## src/rtl/bp_stall_histogram.sv

```systemverilog
`default_nettype none
// ============================================================================
// Module   : bp_stall_histogram
// Purpose  : Multi-channel stall-attribution histogram, one channel per core.
//            Every cycle each enabled channel bumps its cycles counter, then
//            exactly one of: instret, the highest-priority (lowest-index)
//            stall reason, or the unattributed counter. All counters are read
//            back through a valid/yumi request/response port.
// Ports    : clk_i, reset_li      clock, asynchronous active-low reset
//            freeze_i[C]          per-channel freeze (delayed before use)
//            instret_i[C]         per-channel instruction-retired strobe
//            stall_reason_i[C*R]  channel c occupies bits [c*R +: R]
//            clear_i              synchronous clear of counters/overflow
//            rd_v_i/rd_ready_o    read request handshake
//            rd_chan_i/rd_addr_i  channel and counter index of the request
//                                 (0..R-1 reason, R unattributed,
//                                  R+1 instret, R+2 cycles)
//            rd_data_v_o/rd_data_o/rd_err_o/rd_yumi_i  read response
//            overflow_o[C]        sticky per-channel overflow flag
// Config   : BP_STALL_HIST_SATURATE_EN defined -> counters saturate at
//            all-ones and overflow flags on reaching all-ones; otherwise
//            counters wrap and overflow flags on a wrap.
// Revision : 1.0 - initial release
// ============================================================================
module bp_stall_histogram #(
    parameter int  num_channels_p  = 1,
    parameter int  num_reasons_p   = 32,
    parameter int  counter_width_p = 32,
    parameter int  freeze_delay_p  = 8,
    localparam int addr_width_lp   = $clog2(num_reasons_p + 3),
    localparam int chan_width_lp   = (num_channels_p > 1) ? $clog2(num_channels_p) : 1
) (
    input  logic                                      clk_i,
    input  logic                                      reset_li,
    input  logic [num_channels_p-1:0]                 freeze_i,
    input  logic [num_channels_p-1:0]                 instret_i,
    input  logic [num_channels_p*num_reasons_p-1:0]   stall_reason_i,
    input  logic                                      clear_i,
    input  logic                                      rd_v_i,
    output logic                                      rd_ready_o,
    input  logic [chan_width_lp-1:0]                  rd_chan_i,
    input  logic [addr_width_lp-1:0]                  rd_addr_i,
    output logic                                      rd_data_v_o,
    output logic [counter_width_p-1:0]                rd_data_o,
    output logic                                      rd_err_o,
    input  logic                                      rd_yumi_i,
    output logic [num_channels_p-1:0]                 overflow_o
);

    // Counter layout within a channel: reasons first, then the three
    // per-channel bookkeeping counters.
    localparam int num_counters_lp = num_reasons_p + 3;
    localparam logic [counter_width_p-1:0] cnt_max_lp = '1;

    // ------------------------------------------------------------------
    // Storage
    // ------------------------------------------------------------------
    logic [freeze_delay_p-1:0]   freeze_sr [num_channels_p];
    logic [num_channels_p-1:0]   count_en;
    logic [num_counters_lp-1:0]  inc       [num_channels_p];
    logic [counter_width_p-1:0]  cnt       [num_channels_p][num_counters_lp];
    logic [num_channels_p-1:0]   ovf_set;

    logic [counter_width_p-1:0]  rd_sel;
    logic                        rd_bad;
    logic                        rd_accept;

    // ------------------------------------------------------------------
    // Freeze delay lines. Reset fills them with ones so counting stays
    // off until freeze_delay_p consecutive unfrozen samples have passed.
    // The shift/OR form also works for a single-stage delay line.
    // ------------------------------------------------------------------
    always_ff @(posedge clk_i or negedge reset_li) begin
        if (!reset_li) begin
            for (int c = 0; c < num_channels_p; c++) begin
                freeze_sr[c] <= '1;
            end
        end else begin
            for (int c = 0; c < num_channels_p; c++) begin
                freeze_sr[c] <= (freeze_sr[c] << 1) | freeze_delay_p'(freeze_i[c]);
            end
        end
    end

    // ------------------------------------------------------------------
    // Per-channel increment vector: one bit per counter.
    // ------------------------------------------------------------------
    for (genvar c = 0; c < num_channels_p; c++) begin : g_chan
        logic [num_reasons_p-1:0] reasons;
        logic [num_reasons_p-1:0] lowest;
        logic                     none_set;

        assign reasons     = stall_reason_i[c*num_reasons_p +: num_reasons_p];
        // Two's-complement trick isolates the lowest set bit, which is the
        // highest-priority reason.
        assign lowest      = reasons & (~reasons + 1'b1);
        assign none_set    = ~|reasons;
        assign count_en[c] = ~|freeze_sr[c];

        // Retirement masks any stall attribution for the cycle.
        assign inc[c] = count_en[c]
                      ? {1'b1,                             // cycles
                         instret_i[c],                     // instret
                         ~instret_i[c] & none_set,         // unattributed
                         lowest & {num_reasons_p{~instret_i[c]}}}
                      : {num_counters_lp{1'b0}};
    end

    // ------------------------------------------------------------------
    // Overflow detection for the counters being bumped this cycle.
    // ------------------------------------------------------------------
    always_comb begin
        for (int c = 0; c < num_channels_p; c++) begin
            ovf_set[c] = 1'b0;
            for (int k = 0; k < num_counters_lp; k++) begin
`ifdef BP_STALL_HIST_SATURATE_EN
                // Flag as soon as an increment lands on (or sits at) all-ones.
                if (inc[c][k] && ((cnt[c][k] == cnt_max_lp) ||
                                  (cnt[c][k] == cnt_max_lp - 1'b1))) begin
                    ovf_set[c] = 1'b1;
                end
`else
                // Flag when an all-ones counter is about to wrap to zero.
                if (inc[c][k] && (cnt[c][k] == cnt_max_lp)) begin
                    ovf_set[c] = 1'b1;
                end
`endif
            end
        end
    end

    // ------------------------------------------------------------------
    // Counter bank and sticky overflow flags. Clear beats any increment.
    // ------------------------------------------------------------------
    always_ff @(posedge clk_i or negedge reset_li) begin
        if (!reset_li) begin
            for (int c = 0; c < num_channels_p; c++) begin
                for (int k = 0; k < num_counters_lp; k++) begin
                    cnt[c][k] <= '0;
                end
            end
            overflow_o <= '0;
        end else if (clear_i) begin
            for (int c = 0; c < num_channels_p; c++) begin
                for (int k = 0; k < num_counters_lp; k++) begin
                    cnt[c][k] <= '0;
                end
            end
            overflow_o <= '0;
        end else begin
            for (int c = 0; c < num_channels_p; c++) begin
                for (int k = 0; k < num_counters_lp; k++) begin
                    if (inc[c][k]) begin
`ifdef BP_STALL_HIST_SATURATE_EN
                        if (cnt[c][k] != cnt_max_lp) begin
                            cnt[c][k] <= cnt[c][k] + 1'b1;
                        end
`else
                        cnt[c][k] <= cnt[c][k] + 1'b1;
`endif
                    end
                end
            end
            overflow_o <= overflow_o | ovf_set;
        end
    end

    // ------------------------------------------------------------------
    // Read port. The mux compares against every legal (channel, index)
    // pair so an out-of-range request never indexes outside the bank.
    // ------------------------------------------------------------------
    always_comb begin
        rd_sel = '0;
        for (int c = 0; c < num_channels_p; c++) begin
            for (int k = 0; k < num_counters_lp; k++) begin
                if ((int'(rd_chan_i) == c) && (int'(rd_addr_i) == k)) begin
                    rd_sel = cnt[c][k];
                end
            end
        end
    end

    assign rd_bad     = (int'(rd_chan_i) >= num_channels_p) ||
                        (int'(rd_addr_i) >= num_counters_lp);
    assign rd_ready_o = ~rd_data_v_o | rd_yumi_i;
    assign rd_accept  = rd_v_i & rd_ready_o;

    // The response captures the pre-update counter value, so a read that
    // coincides with clear_i still returns the value being cleared.
    always_ff @(posedge clk_i or negedge reset_li) begin
        if (!reset_li) begin
            rd_data_v_o <= 1'b0;
            rd_data_o   <= '0;
            rd_err_o    <= 1'b0;
        end else if (rd_accept) begin
            rd_data_v_o <= 1'b1;
            rd_data_o   <= rd_bad ? '0 : rd_sel;
            rd_err_o    <= rd_bad;
        end else if (rd_yumi_i) begin
            rd_data_v_o <= 1'b0;
        end
    end

endmodule
`default_nettype wire

```

## config.mk

```make
export PLATFORM = sky130hd
export DESIGN_NAME = bp_stall_histogram
export DESIGN_NICKNAME = d
export VERILOG_FILES = /design/src/rtl/bp_stall_histogram.sv
export SDC_FILE = /design/constraint.sdc
export NUM_CORES = 2
export LEC_CHECK = 0
export BUFFER_PORTS_ARGS = -buffer_cell sky130_fd_sc_hd__buf_2
export CORE_MARGIN = 1.5
export CORE_UTILIZATION = 48
export CTS_CLUSTER_SIZE = 20
export DETAILED_ROUTE_END_ITERATION = 10
export REMOVE_ABC_BUFFERS = 1
export SLEW_MARGIN = 20
export SYNTH_ARGS = -nofsm -noshare
export SYNTH_HDL_FRONTEND = slang
export SYNTH_SLANG_ARGS = --single-unit
```

## constraint.sdc

```tcl
create_clock -name clk_i -period 4.1 [get_ports clk_i]
set_input_delay 0.615 -clock clk_i [delete_from_list [all_inputs] [get_ports clk_i]]
set_output_delay 0.615 -clock clk_i [all_outputs]
set_load 0.02 [all_outputs]
```

==> results.cfg <==
[pwr]
power.density_nw_per_um2 = 334
p_int_w = 0.0192
switching_share = 0.246
seq_power_share = 0.452
pwr-share-clk = 0.496
switching_power_w = 0.00626
p_comb_frac = 0.051
p_leak_nw = 31.8
ir_worst_vdd_v = 0.000389

[critical_path]
crit_type = flip-flop to flip-flop
end_kind = flip-flop
required_ns = 4.76
cp-start-kind = flip-flop
cp.arrival_ns = 4.55
cp_max_fo = 6

[place]
io_buffers = 81
gp_congestion = 1.10
hpwl_um = 227000

[synth]
avgSynthCellArea_um2 = 8.82
synthTopCellsByArea = dfrtp_1 (44%), xor2_1 (8.4%), nor2_1 (7.7%), xnor2_1 (4.2%), nand2_1 (3.9%)
synth-edff-count = 0
synth-xor-area-share = 0.126
ys_types = 89
synthesis.area_um2 = 65600
yosysSeqAreaShare = 0.444
synthMuxAreaShare = 0.0227
synth_top_area_frac = 0.441
syn_inst = 7430
yosys.area_share.simple = 0.259
async_reset_ff_frac = 1.00
yosys.area.top_type = dfrtp_1
yosysWarningCount = 0
synth_adder_area_share = 0.00668
synth-seq-cells = 1163
synth_top_family_by_area = simple AND/OR/NAND/NOR gates
synth_compound_area_frac = 0.115
synthFlopType = dfrtp_1

[status]
outcome = complete, no violations

[floorplan]
die_h_um = 373
die-width_um = 373
dieArea_um2 = 139000
ios = 82
rows = 135
core_region_area_um2 = 135000
initial_utilization = 0.484

[clocking]
cts_tree = done
cts.sinks = 1163
cts-htree-levels = 4
cts_root_buf = clkbuf_16
clk_latency_ns = 0.80
clkSlewWorstSetupHoldPaths_ns = 0.06
cts_buffers = 140
cts_max_path_buffers = 3

[cells_and_area]
seq_area_um2 = 29100
area_growth_pct = 16.2
multi_input_comb_area_um2 = 34900
num-fill-cells = 12315
layout.nets = 7919
drive_gt1_frac = 0.120

[drt]
vias_per_cell = 6.50
wl_per_cell_um = 30.4
ant_nets = 0
vias = 63271
drt_iter0_markers = 9681
firstDrtPassIters = 9
drc_errors = 0
wl_um = 296000

[timing]
tightest_slew_ns = 1.27
maxSlewHeadroom = 0.149
hold_ws_ns = 0.0538
setup_tns_ns = 0
clock_skew_ns = 0.0218
rsz0062_at_grt = no
setup_viol = 0
fmax_ghz = 0.257
min_period_ns = 3.89
drv_slew = 0
finalCritPeriodShare = 0.950
final_hold_viol_count = 0

[grt]
use_met2 = 0.568
grt_start_max_net_pins = 144
use_met3 = 0.133
overflow = 0
antenna_found_initial = 25
first_global_vias = 57378
grt-busiest-layer = met1
track_usage = 0.422
grt_pass1_wl_um = 421000
met1_usage = 0.604

[hold_path]
hp-class = input port to flip-flop

[flow_run]
maxCapViolations = 0
## sequential cells by signal, indices dropped and copies added (netlist names)
| name | cells |
|---|---|
| cnt | 1120 |
| freeze_sr | 8 |
| overflow_o | 1 |
| rd_data_o | 32 |
| rd_data_v_o | 1 |
| rd_err_o | 1 |
## metal layers
metal	up-vias	part of all wire
li1	27119	-
met1	31268	0.41
met2	4105	0.40
met3	759	0.14
met4	20	0.058
met5	-	0.00049
## area by class of cell
type                            count  area share
Timing Repair Buffer              617      0.0653
Antenna cell                        9    0.000296
Clock inverter                     28     0.00381
Tap cell                         1781      0.0292
Clock buffer                      216      0.0561
Multi-Input combinational cell   5816       0.458
Inverter                          100     0.00493
Sequential cell                  1163       0.382
## power groups by stage
stage          combinational [W]  sequential, W  clock [W]
6_report                 0.00131         0.0115     0.0126
5_1_grt                  0.00135         0.0115     0.0132
4_1_cts                  0.00126         0.0115     0.0127
3_5_place_dp             0.00126         0.0117          0
3_3_place_gp             0.00126         0.0117          0
2_1_floorplan           0.000213         0.0117          0
## worst paths after layout
path | end | start | cells after the start | slack (ns)
min in group asynchronous | cnt[795]$_DFFE_PN0P_ | reset_li | 2 | 0.38
min reg2reg | freeze_sr[4]$_DFF_PN1_ | freeze_sr[3]$_DFF_PN1_ | 0 | 0.37
max in group asynchronous | cnt[377]$_DFFE_PN0P_ | reset_li | 3 | 2.31
max | cnt[823]$_DFFE_PN0P_ | freeze_sr[5]$_DFF_PN1_ | 12 | 0.21
max reg2reg | cnt[823]$_DFFE_PN0P_ | freeze_sr[5]$_DFF_PN1_ | 12 | 0.21
min | rd_data_v_o$_DFFE_PN0P_ | rd_v_i | 2 | 0.05
## critical path, cell delays in order, from the launching register on
cell,delay (ns)
dfstp_2,0.37
or4_1,0.53
buf_4,0.21
nor4_1,0.80
buf_4,0.29
a31oi_1,0.22
nor4_1,0.43
buf_4,0.20
nand3_1,0.09
nor2_1,0.20
and4_1,0.24
xnor2_1,0.12
nor2_1,0.05
## synth_stat cells, types with 10 or more instances
library cell	count
nor3_1	134
o211ai_1	29
dfrtp_1	1155
and4_1	108
o31ai_1	10
o221ai_1	26
nor3b_1	11
a221o_1	16
or4_1	13
a22oi_1	111
a222oi_1	36
buf_1	32
o22ai_1	59
mux2i_1	80
o21ai_0	328
a21oi_1	310
or2_2	11
a22o_1	27
mux4_2	22
xor2_1	627
nor2b_1	25
inv_1	99
a2111oi_0	10
a211oi_1	19
o2111ai_1	25
ha_1	35
and2_1	33
a221oi_1	75
and3_1	185
nand4_1	278
nand2b_1	19
xnor2_1	315
nand2_1	678
nand3_1	404
mux2_2	17
clkbuf_1	308
nor2_1	1351
nor4_1	65
a31oi_1	26
or3_1	165
## cell families after synthesis
| logic type | count (synthesis) |
|---|---|
| adders and majority gates | 35 |
| and+or+nand+nor | 3542 |
| buffers and inverters | 451 |
| muxes | 119 |
| xor gates and xnor gates | 942 |
| AOI/OAI and AO/OA | 1178 |
| DFF | 1163 |
## placed cells by master (no fill, tap or decap), drive strengths merged, types with 217 or more instances in the layout
cell type	n
xor2	627
a21oi	310
clkbuf	217
nand2	678
nand3	404
o21ai	336
dfrtp	1155
nand4	278
buf	614
nor2	1359
xnor2	315
## metrics by stage
stage | utilization | cell area [µm²] | std cells | setup WS (ns) | power, W
after floorplan | - | 64200 | 7079 | 0.216 | 0.0119
after global placement | 0.528 | 71600 | 9473 | -0.857 | 0.0130
after detailed placement | 0.528 | 71600 | 9475 | -0.414 | 0.0130
after CTS | 0.562 | 76200 | 9721 | 0.410 | 0.0255
after global routing | 0.562 | 76200 | 9722 | 0.193 | 0.0260
final | 0.562 | 76200 | 9730 | 0.207 | 0.0254
## what timing repair did
action	in CTS	in global routing
endpoints found under the hold margin	55	0
hold buffers	2	0
buffers inserted	0	0
resized for setup	0	1
endpoints found under the setup margin	0	1
Power figures use the tool's default switching activity.
